## config.mk

```make
export PLATFORM = sky130hd
export DESIGN_NAME = apple_placer_flat
export DESIGN_NICKNAME = d
export VERILOG_FILES = /design/src/rtl/apple_placer_if.sv /design/src/rtl/apple_placer.sv /design/src/flat_wrapper.sv
export SDC_FILE = /design/constraint.sdc
export NUM_CORES = 1
export LEC_CHECK = 0
export CAP_MARGIN = 15
export CORE_AREA = 10 10 185 187
export DETAILED_ROUTE_END_ITERATION = 12
export DIE_AREA = 0 0 195 197
export SETUP_SLACK_MARGIN = 0.3
export SYNTH_ARGS = -nofsm -noshare
export SYNTH_HDL_FRONTEND = slang
export SYNTH_SLANG_ARGS = --single-unit
```

## constraint.sdc

```tcl
create_clock -name system_clk -period 5.4 [get_ports system_clk]
set_clock_uncertainty 0.2 [all_clocks]
set_input_delay 0.81 -clock system_clk [delete_from_list [all_inputs] [get_ports system_clk]]
set_output_delay 0.81 -clock system_clk [all_outputs]
set_load 0.02 [all_outputs]
```

## src/rtl/apple_placer_if.sv

```systemverilog
// Request/result and board-state bundle between the snake game and apple_placer.
// The game side is the master (request, board view); the placer is the slave.
interface apple_placer_if #(
    parameter int MAX_LENGTH = 30,
    parameter int NUM_WALLS  = 25
);
    logic                      good_collision;
    logic [7:0]                apple_possible;
    logic [3:0]                snake_head_x;
    logic [3:0]                snake_head_y;
    logic [4:0]                snake_length;
    logic [MAX_LENGTH*4-1:0]   snakeArrayX;
    logic [MAX_LENGTH*4-1:0]   snakeArrayY;
    logic [NUM_WALLS*8-1:0]    wall_locations;
    logic [3:0]                XMAX;
    logic [3:0]                XMIN;
    logic [3:0]                YMAX;
    logic [3:0]                YMIN;
    logic [7:0]                other_apple;
    logic                      enable;
    logic [7:0]                apple_location;
    logic                      busy;
    logic                      done;
    logic                      fail;

    modport master (
        output good_collision, apple_possible, snake_head_x, snake_head_y, snake_length,
               snakeArrayX, snakeArrayY, wall_locations, XMAX, XMIN, YMAX, YMIN, other_apple,
        input  enable, apple_location, busy, done, fail
    );

    modport slave (
        input  good_collision, apple_possible, snake_head_x, snake_head_y, snake_length,
               snakeArrayX, snakeArrayY, wall_locations, XMAX, XMIN, YMAX, YMIN, other_apple,
        output enable, apple_location, busy, done, fail
    );
endinterface

```

## src/rtl/apple_placer.sv

```systemverilog
// Rolls random {y,x} apple candidates, scanning one body/wall entry per cycle: 3+MAX_LENGTH(+NUM_WALLS) cycles per clean try.
// Requests are ignored while busy; the wall scan is compiled only with APPLE_PLACER_WALL_CHECK_EN.
module apple_placer #(
    parameter int MAX_LENGTH = 30,
    parameter int MAX_TRIES  = 16,
    parameter int NUM_WALLS  = 25
) (
    input  logic          system_clk,
    input  logic          reset,
    apple_placer_if.slave bus
);
    localparam int IDX_N = (MAX_LENGTH > NUM_WALLS) ? MAX_LENGTH : NUM_WALLS;
    localparam int IDX_W = (IDX_N > 1) ? $clog2(IDX_N) : 1;
    localparam int TRY_W = $clog2(MAX_TRIES + 1);
    localparam logic [IDX_W-1:0] LAST_SEG  = IDX_W'(MAX_LENGTH - 1);
    localparam logic [TRY_W-1:0] TRY_LIMIT = TRY_W'(MAX_TRIES);

    typedef enum logic [2:0] {
        S_IDLE,
        S_SAMPLE,
        S_BOUNDS,
        S_BODY,
`ifdef APPLE_PLACER_WALL_CHECK_EN
        S_WALL,
`endif
        S_REROLL,
        S_COMMIT
    } state_t;

    state_t           state_q, state_d;
    logic [7:0]       cand_q, cand_d;
    logic [IDX_W-1:0] idx_q, idx_d;
    logic [TRY_W-1:0] tries_q, tries_d;
    logic [7:0]       loc_q, loc_d;
    logic             done_q, done_d;
    logic             fail_q, fail_d;

    logic             reject;
    logic [4:0]       len_eff;
    logic             seg_live;
    logic             seg_hit;
    logic             out_of_area;

    // Oversized lengths clamp so the scan never reads past the body array.
    assign len_eff  = (32'(bus.snake_length) > MAX_LENGTH) ? 5'(MAX_LENGTH) : bus.snake_length;
    assign seg_live = 32'(idx_q) < 32'(len_eff);
    assign seg_hit  = seg_live &&
                      (cand_q == {bus.snakeArrayY[{idx_q, 2'b00} +: 4],
                                  bus.snakeArrayX[{idx_q, 2'b00} +: 4]});

    assign out_of_area = (cand_q[3:0] < bus.XMIN) || (cand_q[3:0] > bus.XMAX) ||
                         (cand_q[7:4] < bus.YMIN) || (cand_q[7:4] > bus.YMAX);

`ifdef APPLE_PLACER_WALL_CHECK_EN
    localparam logic [IDX_W-1:0] LAST_WALL = IDX_W'(NUM_WALLS - 1);
    logic wall_hit;
    assign wall_hit = (cand_q == bus.wall_locations[{idx_q, 3'b000} +: 8]);
`else
    logic unused_walls;
    assign unused_walls = ^bus.wall_locations;
`endif

    always_comb begin
        state_d = state_q;
        cand_d  = cand_q;
        idx_d   = idx_q;
        tries_d = tries_q;
        loc_d   = loc_q;
        done_d  = 1'b0;
        fail_d  = 1'b0;
        reject  = 1'b0;

        case (state_q)
            S_IDLE: begin
                if (bus.good_collision) begin
                    state_d = S_SAMPLE;
                    tries_d = '0;
                end
            end
            S_SAMPLE: begin
                cand_d  = bus.apple_possible;
                state_d = S_BOUNDS;
            end
            S_BOUNDS: begin
                if (out_of_area ||
                    (cand_q == {bus.snake_head_y, bus.snake_head_x}) ||
                    (cand_q == bus.other_apple)) begin
                    reject = 1'b1;
                end else begin
                    idx_d   = '0;
                    state_d = S_BODY;
                end
            end
            S_BODY: begin
                if (seg_hit) begin
                    reject = 1'b1;
                end else if (idx_q == LAST_SEG) begin
                    idx_d   = '0;
`ifdef APPLE_PLACER_WALL_CHECK_EN
                    state_d = S_WALL;
`else
                    state_d = S_COMMIT;
`endif
                end else begin
                    idx_d = idx_q + IDX_W'(1);
                end
            end
`ifdef APPLE_PLACER_WALL_CHECK_EN
            S_WALL: begin
                if (wall_hit) begin
                    reject = 1'b1;
                end else if (idx_q == LAST_WALL) begin
                    idx_d   = '0;
                    state_d = S_COMMIT;
                end else begin
                    idx_d = idx_q + IDX_W'(1);
                end
            end
`endif
            S_REROLL: begin
                state_d = S_SAMPLE;
            end
            S_COMMIT: begin
                loc_d   = cand_q;
                done_d  = 1'b1;
                state_d = S_IDLE;
            end
            default: begin
                state_d = S_IDLE;
            end
        endcase

        // Shared reject path: count the try, then give up or ask for a fresh number.
        if (reject) begin
            tries_d = tries_q + TRY_W'(1);
            if (tries_d == TRY_LIMIT) begin
                fail_d  = 1'b1;
                state_d = S_IDLE;
            end else begin
                state_d = S_REROLL;
            end
        end
    end

    always_ff @(posedge system_clk) begin
        if (reset) begin
            state_q <= S_IDLE;
            cand_q  <= '0;
            idx_q   <= '0;
            tries_q <= '0;
            loc_q   <= 8'h55;
            done_q  <= 1'b0;
            fail_q  <= 1'b0;
        end else begin
            state_q <= state_d;
            cand_q  <= cand_d;
            idx_q   <= idx_d;
            tries_q <= tries_d;
            loc_q   <= loc_d;
            done_q  <= done_d;
            fail_q  <= fail_d;
        end
    end

    assign bus.enable         = (state_q == S_REROLL);
    assign bus.busy           = (state_q != S_IDLE);
    assign bus.done           = done_q;
    assign bus.fail           = fail_q;
    assign bus.apple_location = loc_q;
endmodule
```

## src/flat_wrapper.sv

```systemverilog
// flat-port wrapper written by rule: the top's interface ports become plain ports
module apple_placer_flat 
#(
    parameter int MAX_LENGTH = 30,
    parameter int MAX_TRIES  = 16,
    parameter int NUM_WALLS  = 25
)
  (system_clk, reset, bus_good_collision, bus_apple_possible, bus_snake_head_x, bus_snake_head_y, bus_snake_length, bus_snakeArrayX, bus_snakeArrayY, bus_wall_locations, bus_XMAX, bus_XMIN, bus_YMAX, bus_YMIN, bus_other_apple, bus_enable, bus_apple_location, bus_busy, bus_done, bus_fail);
  apple_placer_if #(.MAX_LENGTH(MAX_LENGTH), .NUM_WALLS(NUM_WALLS)) bus_i ();
  input  logic system_clk;
  input  logic reset;
  input wire logic [$bits(bus_i.good_collision)-1:0] bus_good_collision;
  input wire logic [$bits(bus_i.apple_possible)-1:0] bus_apple_possible;
  input wire logic [$bits(bus_i.snake_head_x)-1:0] bus_snake_head_x;
  input wire logic [$bits(bus_i.snake_head_y)-1:0] bus_snake_head_y;
  input wire logic [$bits(bus_i.snake_length)-1:0] bus_snake_length;
  input wire logic [$bits(bus_i.snakeArrayX)-1:0] bus_snakeArrayX;
  input wire logic [$bits(bus_i.snakeArrayY)-1:0] bus_snakeArrayY;
  input wire logic [$bits(bus_i.wall_locations)-1:0] bus_wall_locations;
  input wire logic [$bits(bus_i.XMAX)-1:0] bus_XMAX;
  input wire logic [$bits(bus_i.XMIN)-1:0] bus_XMIN;
  input wire logic [$bits(bus_i.YMAX)-1:0] bus_YMAX;
  input wire logic [$bits(bus_i.YMIN)-1:0] bus_YMIN;
  input wire logic [$bits(bus_i.other_apple)-1:0] bus_other_apple;
  output wire logic [$bits(bus_i.enable)-1:0] bus_enable;
  output wire logic [$bits(bus_i.apple_location)-1:0] bus_apple_location;
  output wire logic [$bits(bus_i.busy)-1:0] bus_busy;
  output wire logic [$bits(bus_i.done)-1:0] bus_done;
  output wire logic [$bits(bus_i.fail)-1:0] bus_fail;
  assign bus_i.good_collision = bus_good_collision;
  assign bus_i.apple_possible = bus_apple_possible;
  assign bus_i.snake_head_x = bus_snake_head_x;
  assign bus_i.snake_head_y = bus_snake_head_y;
  assign bus_i.snake_length = bus_snake_length;
  assign bus_i.snakeArrayX = bus_snakeArrayX;
  assign bus_i.snakeArrayY = bus_snakeArrayY;
  assign bus_i.wall_locations = bus_wall_locations;
  assign bus_i.XMAX = bus_XMAX;
  assign bus_i.XMIN = bus_XMIN;
  assign bus_i.YMAX = bus_YMAX;
  assign bus_i.YMIN = bus_YMIN;
  assign bus_i.other_apple = bus_other_apple;
  assign bus_enable = bus_i.enable;
  assign bus_apple_location = bus_i.apple_location;
  assign bus_busy = bus_i.busy;
  assign bus_done = bus_i.done;
  assign bus_fail = bus_i.fail;
  apple_placer #(.MAX_LENGTH(MAX_LENGTH), .MAX_TRIES(MAX_TRIES), .NUM_WALLS(NUM_WALLS)) u_core (.system_clk(system_clk), .reset(reset), .bus(bus_i));
endmodule
```

==> results.cfg <==
[sta]
tns_ns = 0
slew_viol_final = 0
hold_viol_final = 0
min_period_ns = 4.300
period_share = 0.7963
relSlewSlack = 0.4146
worst_slack_ns = 1.100
max_freq_mhz = 232.6
rsz0062_at_grt = false
worstMarginPinSlew_ns = 0.8769
finalSetupViolCount = 0

[floorplanning]
io_pins = 500
dieArea_sq_um = 38420
initial_core_util = 0.1374
core_sq_um = 30430
rows = 64
die_h_um = 197
die_x_um = 195

[drt]
vias = 4749
drtIter0Drc = 230
drcViolationCount = 0
wl_um = 23260
first_pass_iters = 4
postRouteAntennaNets = 0
wl_per_cell_um = 20.84
drt-vias-per-instance = 4.255

[job]
cap_violations = 0

[clock_tree]
post_cts_buffers = 0
cts_tree = done
cts_resized = 0
cts_buffer_depth = 2
ctsHoldBuffers = 0
numCtsBuffers = 5
clock_latency_ns = 0.28
clock-sinks = 31
root_buffer = clkbuf_16
htree_levels = 2
clk_pin_slew_ns = 0.05

[power]
internal_power_uw = 835.7
clkPwrFrac = 0.274
pwr-share-comb = 0.456
power_leakage_uw = 0.002682
p_seq_frac = 0.270
netSwitchingPower_uw = 369.3
vdd_ir_drop_max_uv = 119.5
power_switching_share = 0.3064
p_per_area_nw_per_um2 = 155.5

[final_layout]
final_cell_area_sq_um = 7749
fillers = 3266
drive_gt1_frac = 0.1337
area.growth.synth_to_final_pct = 85.36
fin_nets = 1226
instances_no_fill = 1116
final_core_util = 0.2546

[worst_setup_path]
max_stage_delay_ns = 0.89
crit_fanout = 52
start_kind = flop
crit_type = reg -> reg
critPathCaptureType = flop
cp.arrival_ns = 4.26
reg2reg_slack_ns = 1.10
timing.rr.start = u_core.idx_q[0]$_SDFFE_PP0P_
cp_slowest_cell = dfxtp_4
cp_cell_sequence = buf_4 > mux2_1 > a221o_1 > a221oi_1 > nor3_1 > or3b_1 > nor4_4 > nor3_2 > mux2_1
required_ns = 5.36
cp_common_cell = mux2_1
path_delay_family = simple AND/OR/NAND/NOR gates
r2r_end = u_core.idx_q[1]$_SDFFE_PP0P_
crit_buf_inv = 1
reg2reg_depth = 9

[worst_hold_path]
holdCritPathClass = reg -> reg
hold_depth = 2
hp-start = u_core.bus.apple_location[7]$_SDFFE_PP0P_
hold_path_end = u_core.bus.apple_location[7]$_SDFFE_PP0P_

[outcome]
status = complete, no violations

[global_routing]
grt-ovfl-total = 0
antenna_found_initial = 5
grt_max_degree = 53
track_usage = 0.1144
grt_pass1_vias = 5123
grt_pass1_wl_um = 33560

[placement]
gp_congestion = 0.8004
dp_cells = 1106
port_buffers = 299
pre_cts_slack_ns = 0.9869
hpwl_um = 20060
postPlaceCellArea_sq_um = 7570

[yosys]
seq_area_frac_synth = 0.1485
synthesis.area_sq_um = 4180
syn_area_per_cell_sq_um = 9.544
synth_area_leaders = mux4_2 (25%), dfxtp_1 (15%), ha_1 (6.3%)
ys_types = 64
synthFlopType = dfxtp_1
syn_nets = 947
synthTopCellsByCount = mux4_2 (47), dfxtp_1 (31), nand2_1 (28), nor2_1 (26), inv_1 (25)
synthDominantCellAreaShare = 0.2532
synth.most_common_cell = mux4_2
ys_async_sr_fraction = 0
synth-edff-count = 0
yosys_register_bits = 31
ys_warn_count = 0
yosysTopAreaCell = mux4_2
postSynthCellCount = 438
-- flip-flops by register name, indices dropped and copies added (netlist names) --
name	cells
u_core.bus.apple_location	8
u_core.cand_q	8
u_core.idx_q	5
u_core.tries_q	5
u_core.state_q	3
u_core.bus.done	1
u_core.bus.fail	1
-- cells in the final DEF, fill, tap and decap left out, types with 3 or more instances in the layout --
cell / netlist / layout
a211o_1: 3 / 3
buf_4: 3 / 9
clkbuf_16: 0 / 5
o31ai_1: 3 / 3
o211ai_1: 3 / 3
a221oi_1: 11 / 11
mux2_1: 5 / 5
nand2b_1: 12 / 12
nand3b_1: 6 / 6
mux4_2: 47 / 47
clkdlybuf4s50_1: 0 / 299
inv_1: 25 / 25
xnor2_1: 20 / 20
a21o_1: 4 / 4
a21oi_1: 16 / 16
nor3_1: 7 / 7
mux2i_1: 12 / 12
a22o_1: 3 / 3
nand4_1: 6 / 6
dfxtp_1: 31 / 28
ha_1: 21 / 21
nor2_1: 26 / 26
nor3b_1: 5 / 5
a22oi_1: 11 / 11
o21ai_0: 9 / 9
nand3_1: 4 / 4
mux2_2: 18 / 18
o21ai_1: 3 / 3
or4_1: 6 / 6
nand2_1: 28 / 28
nor4b_1: 3 / 3
nor2b_1: 7 / 6
and3_1: 6 / 6
-- worst max-delay path by stage --
stage,slack [ns],cells after the start,startpoint,end
finish,1.10,9,u_core.idx_q[0]$_SDFFE_PP0P_,u_core.idx_q[1]$_SDFFE_PP0P_
global route,0.77,9,u_core.idx_q[0]$_SDFFE_PP0P_,u_core.idx_q[0]$_SDFFE_PP0P_
CTS,0.98,8,u_core.idx_q[0]$_SDFFE_PP0P_,u_core.idx_q[1]$_SDFFE_PP0P_
detailed placement,0.99,8,u_core.idx_q[0]$_SDFFE_PP0P_,u_core.idx_q[1]$_SDFFE_PP0P_
global placement,0.99,8,u_core.idx_q[0]$_SDFFE_PP0P_,u_core.idx_q[1]$_SDFFE_PP0P_
floorplan,1.84,8,bus_snakeArrayX[44],u_core.idx_q[0]$_SDFFE_PP0P_
-- cell families after synthesis --
family | Yosys count | synth area share
AOI/OAI and AO/OA | 91 | 0.1592
xor gates and xnor gates | 21 | 0.04400
adders and majority gates | 21 | 0.06285
buffers and inverters | 61 | 0.06435
DFF | 31 | 0.1485
muxes | 82 | 0.3439
and+or+nand+nor | 131 | 0.1772
-- area by class of cell --
| class | count | area (sq um) | share of cell area |
|---|---|---|---|
| Clock inverter | 2 | 35.03 | 0.004521 |
| Clock buffer | 6 | 138.9 | 0.01792 |
| Timing Repair Buffer | 308 | 3060 | 0.3950 |
| Sequential cell | 31 | 626.9 | 0.08090 |
| Tap cell | 396 | 495.5 | 0.06394 |
| Inverter | 25 | 93.84 | 0.01211 |
| Antenna cell | 2 | 5.005 | 0.0006459 |
| Multi-Input combinational cell | 346 | 3293 | 0.4250 |
-- tightest hold or removal path, cell delays in order (launching register included) --
cell	delay, ns
dfxtp_1	0.30
nand2_1	0.05
a21oi_1	0.05
-- power groups by stage --
stage | clock [uW] | sequential [uW] | combinational (uW)
after detailed placement | 0 | 336 | 554
after CTS | 335 | 331 | 557
after floorplan | 0 | 285 | 282
after global routing | 346 | 335 | 605
final | 330 | 326 | 549
after global placement | 0 | 335 | 547
-- layer usage --
| metal | track usage | part of all wire | wire [um] |
|---|---|---|---|
| met5 | 0 | 0.0021 | 49 |
| met2 | 0.2003 | 0.48 | 11270 |
| met4 | 0.01301 | 0.0048 | 112 |
| met3 | 0.03276 | 0.074 | 1721 |
| met1 | 0.1401 | 0.43 | 10110 |
-- through the flow --
stage / hold slack (ns) / total power (uW)
floorplan: 0.2710 / 567.0
global placement: 0.2455 / 881.6
detailed placement: 0.2485 / 889.6
CTS: 0.2558 / 1223
global route: 0.2785 / 1286
finish: 0.2569 / 1205
Note: power is estimated with default switching activity, not from simulation.
